File: config.mk
export PLATFORM = sky130hd
export DESIGN_NAME = mem_rd_sequencer
export DESIGN_NICKNAME = d
export VERILOG_FILES = /design/src/rtl/mem_rd_sequencer_pkg.sv /design/src/rtl/regn.sv /design/src/rtl/mem_rd_sequencer.sv
export SDC_FILE = /design/constraint.sdc
export NUM_CORES = 1
export LEC_CHECK = 0
export CORE_ASPECT_RATIO = 0.8
export CORE_MARGIN = 5
export CORE_UTILIZATION = 39
export DETAILED_ROUTE_END_ITERATION = 10
export PLACE_DENSITY = 0.85
export SLEW_MARGIN = 10
export SYNTH_ARGS = -nofsm -noshare
export SYNTH_HDL_FRONTEND = slang
export SYNTH_SLANG_ARGS = --single-unit
export TNS_END_PERCENT = 1
File: constraint.sdc
create_clock -name clk -period 1.65 [get_ports clk]
set_clock_uncertainty 0.1 [all_clocks]
set_input_delay 0.33 -clock clk [delete_from_list [all_inputs] [get_ports clk]]
set_output_delay 0.33 -clock clk [all_outputs]
set_load 0.005 [all_outputs]
File: src/rtl/mem_rd_sequencer_pkg.sv
// Shared pipeline definitions for the memory-read sequencer: state encoding,
// rw bit positions and the first-state decode used at operand capture.
package mem_rd_sequencer_pkg;

   localparam int READ_BIT  = 0;
   localparam int WRITE_BIT = 1;

   typedef enum logic [2:0] {
      IDLE  = 3'd0,
      RD1   = 3'd1,
      RD2   = 3'd2,
      HOLD  = 3'd3,
      DRAIN = 3'd4
   } state_e;

   function automatic state_e first_state(input logic [1:0] rw1, input logic [1:0] rw2);
      if (rw1[READ_BIT]) return RD1;
      if (rw2[READ_BIT]) return RD2;
      return HOLD;
   endfunction

endpackage

File: src/rtl/regn.sv
// Generic W-bit register with synchronous clear (priority) and load enable.
module regn #(
   parameter int W = 1
) (
   input  logic         clk,
   input  logic         clr,
   input  logic         ld,
   input  logic [W-1:0] d,
   output logic [W-1:0] q
);

   logic [W-1:0] val_q, val_d;

   always_comb begin
      val_d = val_q;
      if (clr)     val_d = '0;
      else if (ld) val_d = d;
   end

   always_ff @(posedge clk) val_q <= val_d;

   assign q = val_q;

endmodule

File: src/rtl/mem_rd_sequencer.sv
// Sequences up to two cache reads per memory op from the RrAg_MEM latch and
// presents both operands downstream with a valid/ready handshake.
module mem_rd_sequencer
   import mem_rd_sequencer_pkg::*;
#(
   parameter int ADDR_W = 32,
   parameter int DATA_W = 64
) (
   input  logic              clk,
   input  logic              clr,
   input  logic              valid_in,
   input  logic [1:0]        opsize_in,
   input  logic [ADDR_W-1:0] mem_addr1_in,
   input  logic [ADDR_W-1:0] mem_addr2_in,
   input  logic [1:0]        mem1_rw_in,
   input  logic [1:0]        mem2_rw_in,
   output logic              latch_ld_out,
   output logic              rd_req,
   output logic [ADDR_W-1:0] rd_addr,
   output logic [1:0]        rd_size,
   input  logic              rd_ack,
   input  logic [DATA_W-1:0] rd_data,
   output logic              out_valid,
   input  logic              out_ready,
   output logic [DATA_W-1:0] mem1_data_out,
   output logic [DATA_W-1:0] mem2_data_out,
   input  logic              flush
);

   state_e            state_q, state_d;
   logic              drain_sel_q, drain_sel_d;
   logic              cap, ld1, ld2, dclr;
   logic [ADDR_W-1:0] addr1_q, addr2_q;
   logic [1:0]        opsize_q;
   logic [3:0]        rw_q;
   logic              unused_rw;

   regn #(.W(ADDR_W)) u_addr1  (.clk(clk), .clr(clr), .ld(cap), .d(mem_addr1_in), .q(addr1_q));
   regn #(.W(ADDR_W)) u_addr2  (.clk(clk), .clr(clr), .ld(cap), .d(mem_addr2_in), .q(addr2_q));
   regn #(.W(2))      u_opsize (.clk(clk), .clr(clr), .ld(cap), .d(opsize_in),    .q(opsize_q));
   regn #(.W(4))      u_rw     (.clk(clk), .clr(clr), .ld(cap), .d({mem2_rw_in, mem1_rw_in}), .q(rw_q));

   // Each capture zeroes both operands so an unread operand presents as 0.
   assign dclr = clr | cap;
   regn #(.W(DATA_W)) u_data1 (.clk(clk), .clr(dclr), .ld(ld1), .d(rd_data), .q(mem1_data_out));
   regn #(.W(DATA_W)) u_data2 (.clk(clk), .clr(dclr), .ld(ld2), .d(rd_data), .q(mem2_data_out));

   // Only operand 2's read bit steers the sequence after capture; the rest is kept for the op record.
   assign unused_rw = ^{rw_q[WRITE_BIT], rw_q[READ_BIT], rw_q[2 + WRITE_BIT]};

   always_ff @(posedge clk) begin
      if (clr) begin
         state_q     <= IDLE;
         drain_sel_q <= 1'b0;
      end else begin
         state_q     <= state_d;
         drain_sel_q <= drain_sel_d;
      end
   end

   always_comb begin
      state_d     = state_q;
      drain_sel_d = drain_sel_q;
      case (state_q)
         IDLE: begin
            if (!flush && valid_in) state_d = first_state(mem1_rw_in, mem2_rw_in);
         end
         RD1: begin
            if (flush) begin
               state_d     = rd_ack ? IDLE : DRAIN;
               drain_sel_d = 1'b0;
            end else if (rd_ack) begin
               state_d = rw_q[2 + READ_BIT] ? RD2 : HOLD;
            end
         end
         RD2: begin
            if (flush) begin
               state_d     = rd_ack ? IDLE : DRAIN;
               drain_sel_d = 1'b1;
            end else if (rd_ack) begin
               state_d = HOLD;
            end
         end
         HOLD: begin
            if (flush)          state_d = IDLE;
            else if (out_ready) state_d = valid_in ? first_state(mem1_rw_in, mem2_rw_in) : IDLE;
         end
         DRAIN: begin
            if (rd_ack) state_d = IDLE;
         end
         default: state_d = IDLE;
      endcase
   end

   // The in-flight request stays on the bus through DRAIN until the cache acks it.
   always_comb begin
      latch_ld_out = clr;
      rd_req       = 1'b0;
      rd_addr      = '0;
      rd_size      = 2'b00;
      out_valid    = 1'b0;
      cap          = 1'b0;
      ld1          = 1'b0;
      ld2          = 1'b0;
      case (state_q)
         IDLE: begin
            latch_ld_out = 1'b1;
            cap          = valid_in & ~flush & ~clr;
         end
         RD1: begin
            rd_req  = 1'b1;
            rd_addr = addr1_q;
            rd_size = opsize_q;
            ld1     = rd_ack & ~flush;
         end
         RD2: begin
            rd_req  = 1'b1;
            rd_addr = addr2_q;
            rd_size = opsize_q;
            ld2     = rd_ack & ~flush;
         end
         HOLD: begin
            out_valid    = 1'b1;
            latch_ld_out = clr | out_ready;
            cap          = out_ready & valid_in & ~flush & ~clr;
         end
         DRAIN: begin
            rd_req       = 1'b1;
            rd_addr      = drain_sel_q ? addr2_q : addr1_q;
            rd_size      = opsize_q;
            latch_ld_out = 1'b1;
         end
         default: ;
      endcase
   end

endmodule

* After elaboration in Yosys (flattened, before gate mapping)
Cells that the tools add are included.
Word-level totals: register bits 201, output and inout bits 165, input port bits 140, word-level logic and storage cells 81
Cells by class: equal/unequal tests 11, bitwise operators 10, reduce and logical (&&, ||, !) cells 8, muxes and demuxes 44
Operator list (count):
- 32-bit case mux with 3 select lines | 1
- 3-bit two-way mux | 16
- 32-bit two-way mux | 1
- 1-bit two-way mux | 21
- 3-bit case mux with 5 select lines | 1
- 3-bit != test, second input constant | 3
- 2-bit != test, second input constant | 4
- 1-bit bitwise AND | 6
- 3-bit by 2-bit equality test with 1-bit output, second input constant | 2
- 1-bit case mux with 2 select lines | 3
- 5-bit AND reduction | 1
- 3-bit by 1-bit equality test with 1-bit output, second input constant | 1
- 3-bit equality test, second input constant | 1
- 3-bit logical NOT | 1
- 3-bit AND reduction | 1
- 3-bit OR reduction | 1
- 2-bit two-way mux | 1
- 1-bit NOT | 2
- 1-bit bitwise OR | 2
- 2-bit nonzero test | 1
- 2-bit OR reduction | 1
- 1-bit logical AND | 1
- 1-bit logical NOT | 1

* Logic depth before layout (Yosys ltp)
Gate-level depths: netlist (run 1).
word-level depth 14, gate-level depth with buffers 7, mapped depth without buffers 4

* Hierarchy
Synthesis (run 1) repeated with hierarchy kept, for this count alone.
Second synthesis, totals: cells, all modules 739, area total of the unflattened synthesis 8079.0 µm²
By module, submodules not included:
- regn at u_data1 ... | instances 2, cells each 206, area an instance 2290.9 µm², sequential area each 1281.2 µm²
- regn at u_addr1 ... | instances 2, cells each 103, area an instance 1163.6 µm², sequential area each 640.6 µm²
- mem_rd_sequencer | instances 1, cells each 102, area an instance 962.2 µm², sequential area each 80.1 µm²
- regn at u_rw | instances 1, cells each 13, area an instance 140.1 µm², sequential area each 80.1 µm²
- regn at u_opsize | instances 1, cells each 6, area an instance 67.6 µm², sequential area each 40.0 µm²

* Worst setup path after synthesis (run 1)
OpenSTA, ideal clock, no wires.
kind flip-flop to output port, start register state_q[2], end output port rd_addr[0], arrival time 1.372 ns, required time 1.220 ns, slack -0.152 ns, buffers on the path 2, stages on the path, launching flop included 7, path through dfxtp_1 buf_4 inv_2 or3_4 a21oi_4 buf_6 a22o_1
On the way: cells in the longest elaborated chain, start to end 2, elaborated cells between the ends (all ways) 4, classes of those cells eq/ne: 3; mux: 1
Ends and longest elaborated chain:
- start: declaration | RTL line mem_rd_sequencer.sv:30 | state_e state_q, state_d;
- start signal: assignment | RTL line mem_rd_sequencer.sv:56 | state_q <= state_d;
- 3-bit equality test, or another cell as far along | RTL line mem_rd_sequencer.sv:105 | case (state_q)
- 32-bit case mux with 3 select lines (*) | RTL line mem_rd_sequencer.sv:105
- end: declaration | RTL line mem_rd_sequencer.sv:19 | output logic [ADDR_W-1:0] rd_addr,
Every way passes the cells marked *; elsewhere a longest branch is shown, timed or not.

* Final worst setup path (run 1)
start register state_q[2], end output port rd_addr[17]
The elaborated chain is that of the path after synthesis.

==> qor.yml, run 1 <==
run_status:
  status: "finished with violations"
  violations: "negative setup slack"
critical_path:
  arrival_ps: 1920
  cp.required_ps: 1220
  crit_type: "flip-flop to primary output"
  start_kind: "flip-flop"
  crit_path_max_fanout: 8
  worstSetupEndpointType: "primary output"
cts:
  cts_buffers: 17
  cts_tree: "built"
  clock_path_buffers: 2
  h-tree-depth: 4
  clk_pin_slew_ps: 80
  worstSkewPairLatency_ps: 420
  ctsHoldBuffers: 0
  cts_root_buffer: "clkbuf_16"
  cts_sinks: 199
synth:
  ys_ff_latch: 199
  ys_types: 45
  postSynth.asyncResetShare_pct: 0
  synth_top_family_by_area: "simple AND/OR/NAND/NOR gates"
  yosys.area_share.adder_pct: 0
  syn_nets: 1087
  synthSimpleGateAreaFrac_pct: 22.2
  synth.area.mux_share_pct: 0.132
  yosysTopAreaCell: "dfxtp_1"
  synth_edf_count: 0
  syn-cell-area_um2: 7590
  ys_top_cells_by_area: "dfxtp_1, nand2_1, a21oi_1"
  yosys.area.top_type_share_pct: 52.5
  ys_warn_count: 0
  seq_area_frac_synth_pct: 52.5
  ys.flop_type: "dfxtp_1"
  synth_xor_area_share_pct: 0.115
  synth_compound_area_share_pct: 19.2
  avgSynthCellArea_um2: 8.02
  syn_inst: 947
drt:
  wirelength_mm: 25.9
  wl_per_cell_um: 17.1
  drt-pass1-iter-count: 5
  drtIter0Drc: 514
  vias: 7713
  drc: 0
  detail-route-antenna-nets: 0
  avgViaCountPerCell: 5.08
final_layout:
  synthToLayoutAreaGrowth_pct: 55.8
  layout.area.seq_um2: 4000
  multi_input_area_um2: 3480
  fin_nets: 1387
  layout.cells.most_common: "nand2_1"
  fill_cells: 1651
  final_cell_mix: "nand2_1, dfxtp_1, clkdlybuf4s50_1"
  drive_gt1_share_pct: 18.6
pwr:
  cellPowerDensity_nw_per_um2: 990
  peakVddDrop_mv: 0.602
  power.leakage_nw: 4.78
run:
  drv_cap: 0
global_routing:
  grt_pass1_wl_mm: 39.7
  grt_max_degree: 57
  gr-total-overflow: 0
  antenna_found_initial: 1
  grtUsageTotal_pct: 21.8
  grt_pass1_vias: 7466
sta:
  rsz0062_at_grt: "true"
  timing.fmax_ghz: 0.425
  min_period_ps: 2350
  hold_viol: 0
  fin_ws_ps: -704
  fin_crit_sh_pct: 143
  holdWs_ps: 146
  drv_slew: 0
  tightestPinTransition_ps: 557
  max-slew-margin-rel_pct: 62.9
  setup_violations: 223
floorplanning:
  boundaryPins: 305
  core_region_area_um2: 19000
  die_h_um: 135
  die-area_um2: 22400
  core.rowCount: 45
  initial_core_util_pct: 39.9
  fp.dieW_um: 166
placement:
  place_hpwl_mm: 18.2
  portBuffers: 302
  gp_congestion: 0.866
  pre_cts_ws_ps: -639
worst_hold_path:
  hold_class: "input port to flip-flop"
## per-stage QoR
| step | utilization (%) | setup TNS (ps) | power (mW) | cells | instance area (µm²) |
|---|---|---|---|---|---|
| after floorplan | - | -4340 | 6.15 | 947 | 7600 |
| after global placement | 57.9 | -89880 | 7.08 | 1477 | 11000 |
| after detailed placement | 57.9 | -97050 | 7.13 | 1477 | 11000 |
| after CTS | 61.0 | -35990 | 11.7 | 1519 | 11600 |
| after global routing | 62.1 | -51400 | 12.2 | 1519 | 11800 |
| final | 62.1 | -34500 | 11.7 | 1519 | 11800 |
## timing repair
action / in CTS / in global routing
buffers inserted: 7 / 0
gates resized for setup: 315 / 64
gates cloned: 3 / 0
setup endpoints to repair: 362 / 235
pin swaps: 34 / 21
## registers in the layout (all words and copies together), names as in the netlist
name         cells
drain_sel_q      1
state_q          3
u_addr1.q       32
u_addr2.q       32
u_data1.q       64
u_data2.q       64
u_opsize.q       2
u_rw.q           1
## path summary, 6_finish.rpt
kind / from / depth (start not counted) / to / slack, ps
setup reg to reg: state_q[0]$_SDFFE_PP0P_ / 6 / state_q[1]$_SDFFE_PP0P_ / -210
hold / removal: clr / 3 / u_addr2.q[20]$_SDFFE_PP0P_ / 150
hold reg to reg: u_data2.q[6]$_SDFFE_PP0P_ / 2 / u_data2.q[6]$_SDFFE_PP0P_ / 350
setup / recovery: state_q[2]$_SDFFE_PP0P_ / 8 / rd_addr[17] / -700
## report_power, final
| group | leakage, nW | switching, mW | internal (mW) |
|---|---|---|---|
| Clock | 0.301 | 2.07 | 2.34 |
| Combinational | 2.86 | 1.09 | 1.09 |
| Sequential | 1.62 | 0.125 | 5.01 |
| Total | 4.78 | 3.28 | 8.43 |
## logic make-up after synthesis
logic type,count (synthesis)
DFF,199
and+or+nand+nor,422
buffers and inverters,78
muxes,1
xor gates and xnor gates,1
AOI/OAI and AO/OA,246
## area by class of cell
type,instances,share of cell area [%]
diodes,1,0.0212
clock buffers,17,3.60
clock inverters,15,1.72
inverters,4,0.148
multi-input cells,670,29.4
flip-flops and latches,199,33.8
well taps,258,2.73
repair buffers,355,28.5
## per-layer routing
layer | global-route usage (%) | wire length, µm | vias to the layer above
met5 | 0 | 0 | -
met4 | 8.47 | 810 | 0
met3 | 6.44 | 1620 | 52
met2 | 36.2 | 12600 | 303
met1 | 26.8 | 10900 | 3648
li1 | - | - | 3710
## synthesized netlist by cell type (3+ instances only)
master	instances
a21oi_1	188
clkbuf_1	21
a22o_1	32
nand2_1	393
buf_6	6
a21oi_2	10
inv_1	3
nor2b_1	6
buf_4	19
nor3_1	3
nand2b_1	4
dfxtp_1	199
buf_2	28
## critical path, stage by stage (launching register included)
cell	delay, ps
dfxtp_2	350
inv_4	30
or3_4	330
a21oi_4	180
buf_6	120
buf_6	110
buf_16	130
a22o_1	140
buf_2	120
No activity file was read; power rests on OpenSTA's default activity.
==> run 2, diff against run 1 <==
- CORE_MARGIN: 5 -> 2
- GPL_TIMING_DRIVEN: unset -> 0
==> qor.yml, run 2 (same netlist as run 1, synthesis figures left out) <==
run_status:
  status: "finished with violations"
  violations: "negative setup slack"
cts:
  ctsHoldBuffers: 0  # unchanged
  cts_sinks: 199  # unchanged
  cts_tree: "built"
  worstSkewPairLatency_ps: 430  # about the same
  cts_buffers: 17  # unchanged
  clk_pin_slew_ps: 80  # about the same
  clock_path_buffers: 2  # unchanged
  cts_root_buffer: "clkbuf_16"
  h-tree-depth: 4  # unchanged
placement:
  pre_cts_ws_ps: -1150  # -507 ps
  dpl_cell_area_um2: 10900  # -0.82%
  dp.cells: 1505  # +1.9%
  place_hpwl_mm: 18.6  # +1.9%
  portBuffers: 300  # -0.66%
  gp_congestion: 0.863  # -0.36%
drt:
  detail-route-antenna-nets: 0  # unchanged
  vias: 7951  # +3.1%
  drt-pass1-iter-count: 5  # unchanged
  wl_met1_mm: 11.2  # +2.5%
  wl_met3_mm: 1.79  # +10%
  drc: 0  # unchanged
  avgViaCountPerCell: 5.11  # +0.57%
  highest_layer: "met4"
  drtIter0Drc: 612  # +19%
  wl_per_cell_um: 16.8  # -1.4%
  wl_met2_mm: 12.3  # -2.1%
  wirelength_mm: 26.2  # +1.1%
critical_path:
  rr_worst_depth: 7  # +1
  path_cells: "or3_4 > a21oi_4 > buf_6 > buf_6 > buf_6 > a22o_1 > buf_2"
  crit_path_max_fanout: 8  # unchanged
  cpPeakStageDelay_ps: 400  # +50 ps
  start_kind: "flip-flop"
  arrival_ps: 2110  # +190 ps
  cp_common_cell: "buf_6"
  worstSetupEndpointType: "primary output"
  cp.required_ps: 1220  # about the same
  crit_type: "flip-flop to primary output"
  critical_path.slowest_cell: "or3_4"
worst_hold_path:
  hold_class: "input port to flip-flop"
  worstHoldPathCells: 2  # -1
sta:
  rsz0062_at_grt: "true"
  max-slew-margin-rel_pct: 59.0  # -3.8 points
  holdWs_ps: 338  # +191 ps
  drv_slew: 0  # unchanged
  setup_violations: 192  # -14%
  fin_ws_ps: -892  # -188 ps
  timing.fmax_ghz: 0.393  # -7.4%
  tightestPinTransition_ps: 615  # +57.7 ps
  hold_viol: 0  # unchanged
  fin_crit_sh_pct: 154  # +11 points
  min_period_ps: 2540  # +188 ps
run:
  drv_cap: 0  # unchanged
floorplanning:
  die-area_um2: 20600  # -7.9%
  core.rowCount: 45  # unchanged
  initial_core_util_pct: 39.9  # unchanged
  fp.dieW_um: 160  # -3.6%
  boundaryPins: 305  # unchanged
  die_h_um: 129  # -4.5%
  core_region_area_um2: 19000  # unchanged
final_layout:
  layout.cells.most_common: "nand2_1"
  final_cell_mix: "nand2_1, a21oi_1, dfxtp_1"
  fin_area_um2: 11700  # -1.5%
  drive_gt1_share_pct: 16.1  # -2.5 points
  n_antenna_cell: 0  # -1
  utilization_pct: 61.2  # -0.91 points
  finalNonFillerCells: 1557  # +2.5%
  synthToLayoutAreaGrowth_pct: 53.5
  fin_nets: 1426  # +2.8%
pwr:
  peakVddDrop_mv: 0.592  # -1.7%
  power.leakage_nw: 4.89  # +2.2%
  cellPowerDensity_nw_per_um2: 1000  # +1.2%
global_routing:
  grt_max_degree: 21  # -63%
  gr-total-overflow: 0  # unchanged
  grt_pass1_vias: 7716  # +3.3%
  grt_pass1_wl_mm: 39.9  # +0.59%
  grtUsageTotal_pct: 24.4  # +2.7 points
  antenna_found_initial: 0  # -1
[run 2: cell count changes in the layout (fill, tap and decap cells not counted), sizes merged]
cell and change:
buf +17, dlygate4sd2 -2, clkbuf +23, clkinvlp -2, clkinv +2, diode -1, dlymetal6s2s +1
[run 2: repair_timing]
item / in CTS / in global routing
pin swaps: 12 / 14
buffers inserted: 18 / 2
resized for setup: 359 / 16
gates cloned: 3 / 0
setup endpoints to repair: 354 / 229
[run 2: area by class of cell]
cell class / instances / area (µm²)
multi-input combinational: 670 / 3230
clock inverter: 15 / 204
buffer: 71 / 542
clock buffer: 17 / 425
tap: 258 / 323
fill: 1720 / 7380
timing repair buffer: 323 / 2890
sequential: 199 / 4020
inverter: 4 / 20.0
[run 2: routing by layer]
| layer | vias to the layer above | GRT usage [%] |
|---|---|---|
| met2 | 316 | 41.3 |
| li1 | 3798 | - |
| met1 | 3771 | 30.3 |
| met5 | - | 0 |
| met4 | 0 | 9.75 |
| met3 | 66 | 6.13 |
[run 2: worst paths after layout]
| check | from | slack [ps] | endpoint |
|---|---|---|---|
| worst max register to register | state_q[2]$_SDFFE_PP0P_ | -240 | u_data1.q[32]$_SDFFE_PP0P_ |
| worst min-delay path | rd_ack | 340 | state_q[2]$_SDFFE_PP0P_ |
| worst max-delay path | state_q[0]$_SDFFE_PP0P_ | -890 | rd_addr[30] |
| worst min register to register | u_opsize.q[1]$_SDFFE_PP0P_ | 350 | u_opsize.q[1]$_SDFFE_PP0P_ |
[run 2: through the flow]
step,TNS [ps],power (mW)
2_1_floorplan,-4340,6.15
3_3_place_gp,-104500,7.04
3_5_place_dp,-108850,7.08
4_1_cts,-56260,11.7
5_1_grt,-65790,12.1
6_report,-49370,11.7
[run 2: report_power, final]
group | switching [mW] | internal [mW] | leakage [nW]
logic | 1.11 | 1.04 | 2.95
clock network | 2.07 | 2.34 | 0.307
registers | 0.116 | 5.01 | 1.63
[run 2: critical path: cells and delay by family, from the launching register on]
kind / cells / cell delay [ps]
buffers and inverters: 4 / 500
DFF: 1 / 380
AOI/OAI and AO/OA: 2 / 400
and+or+nand+nor: 1 / 400
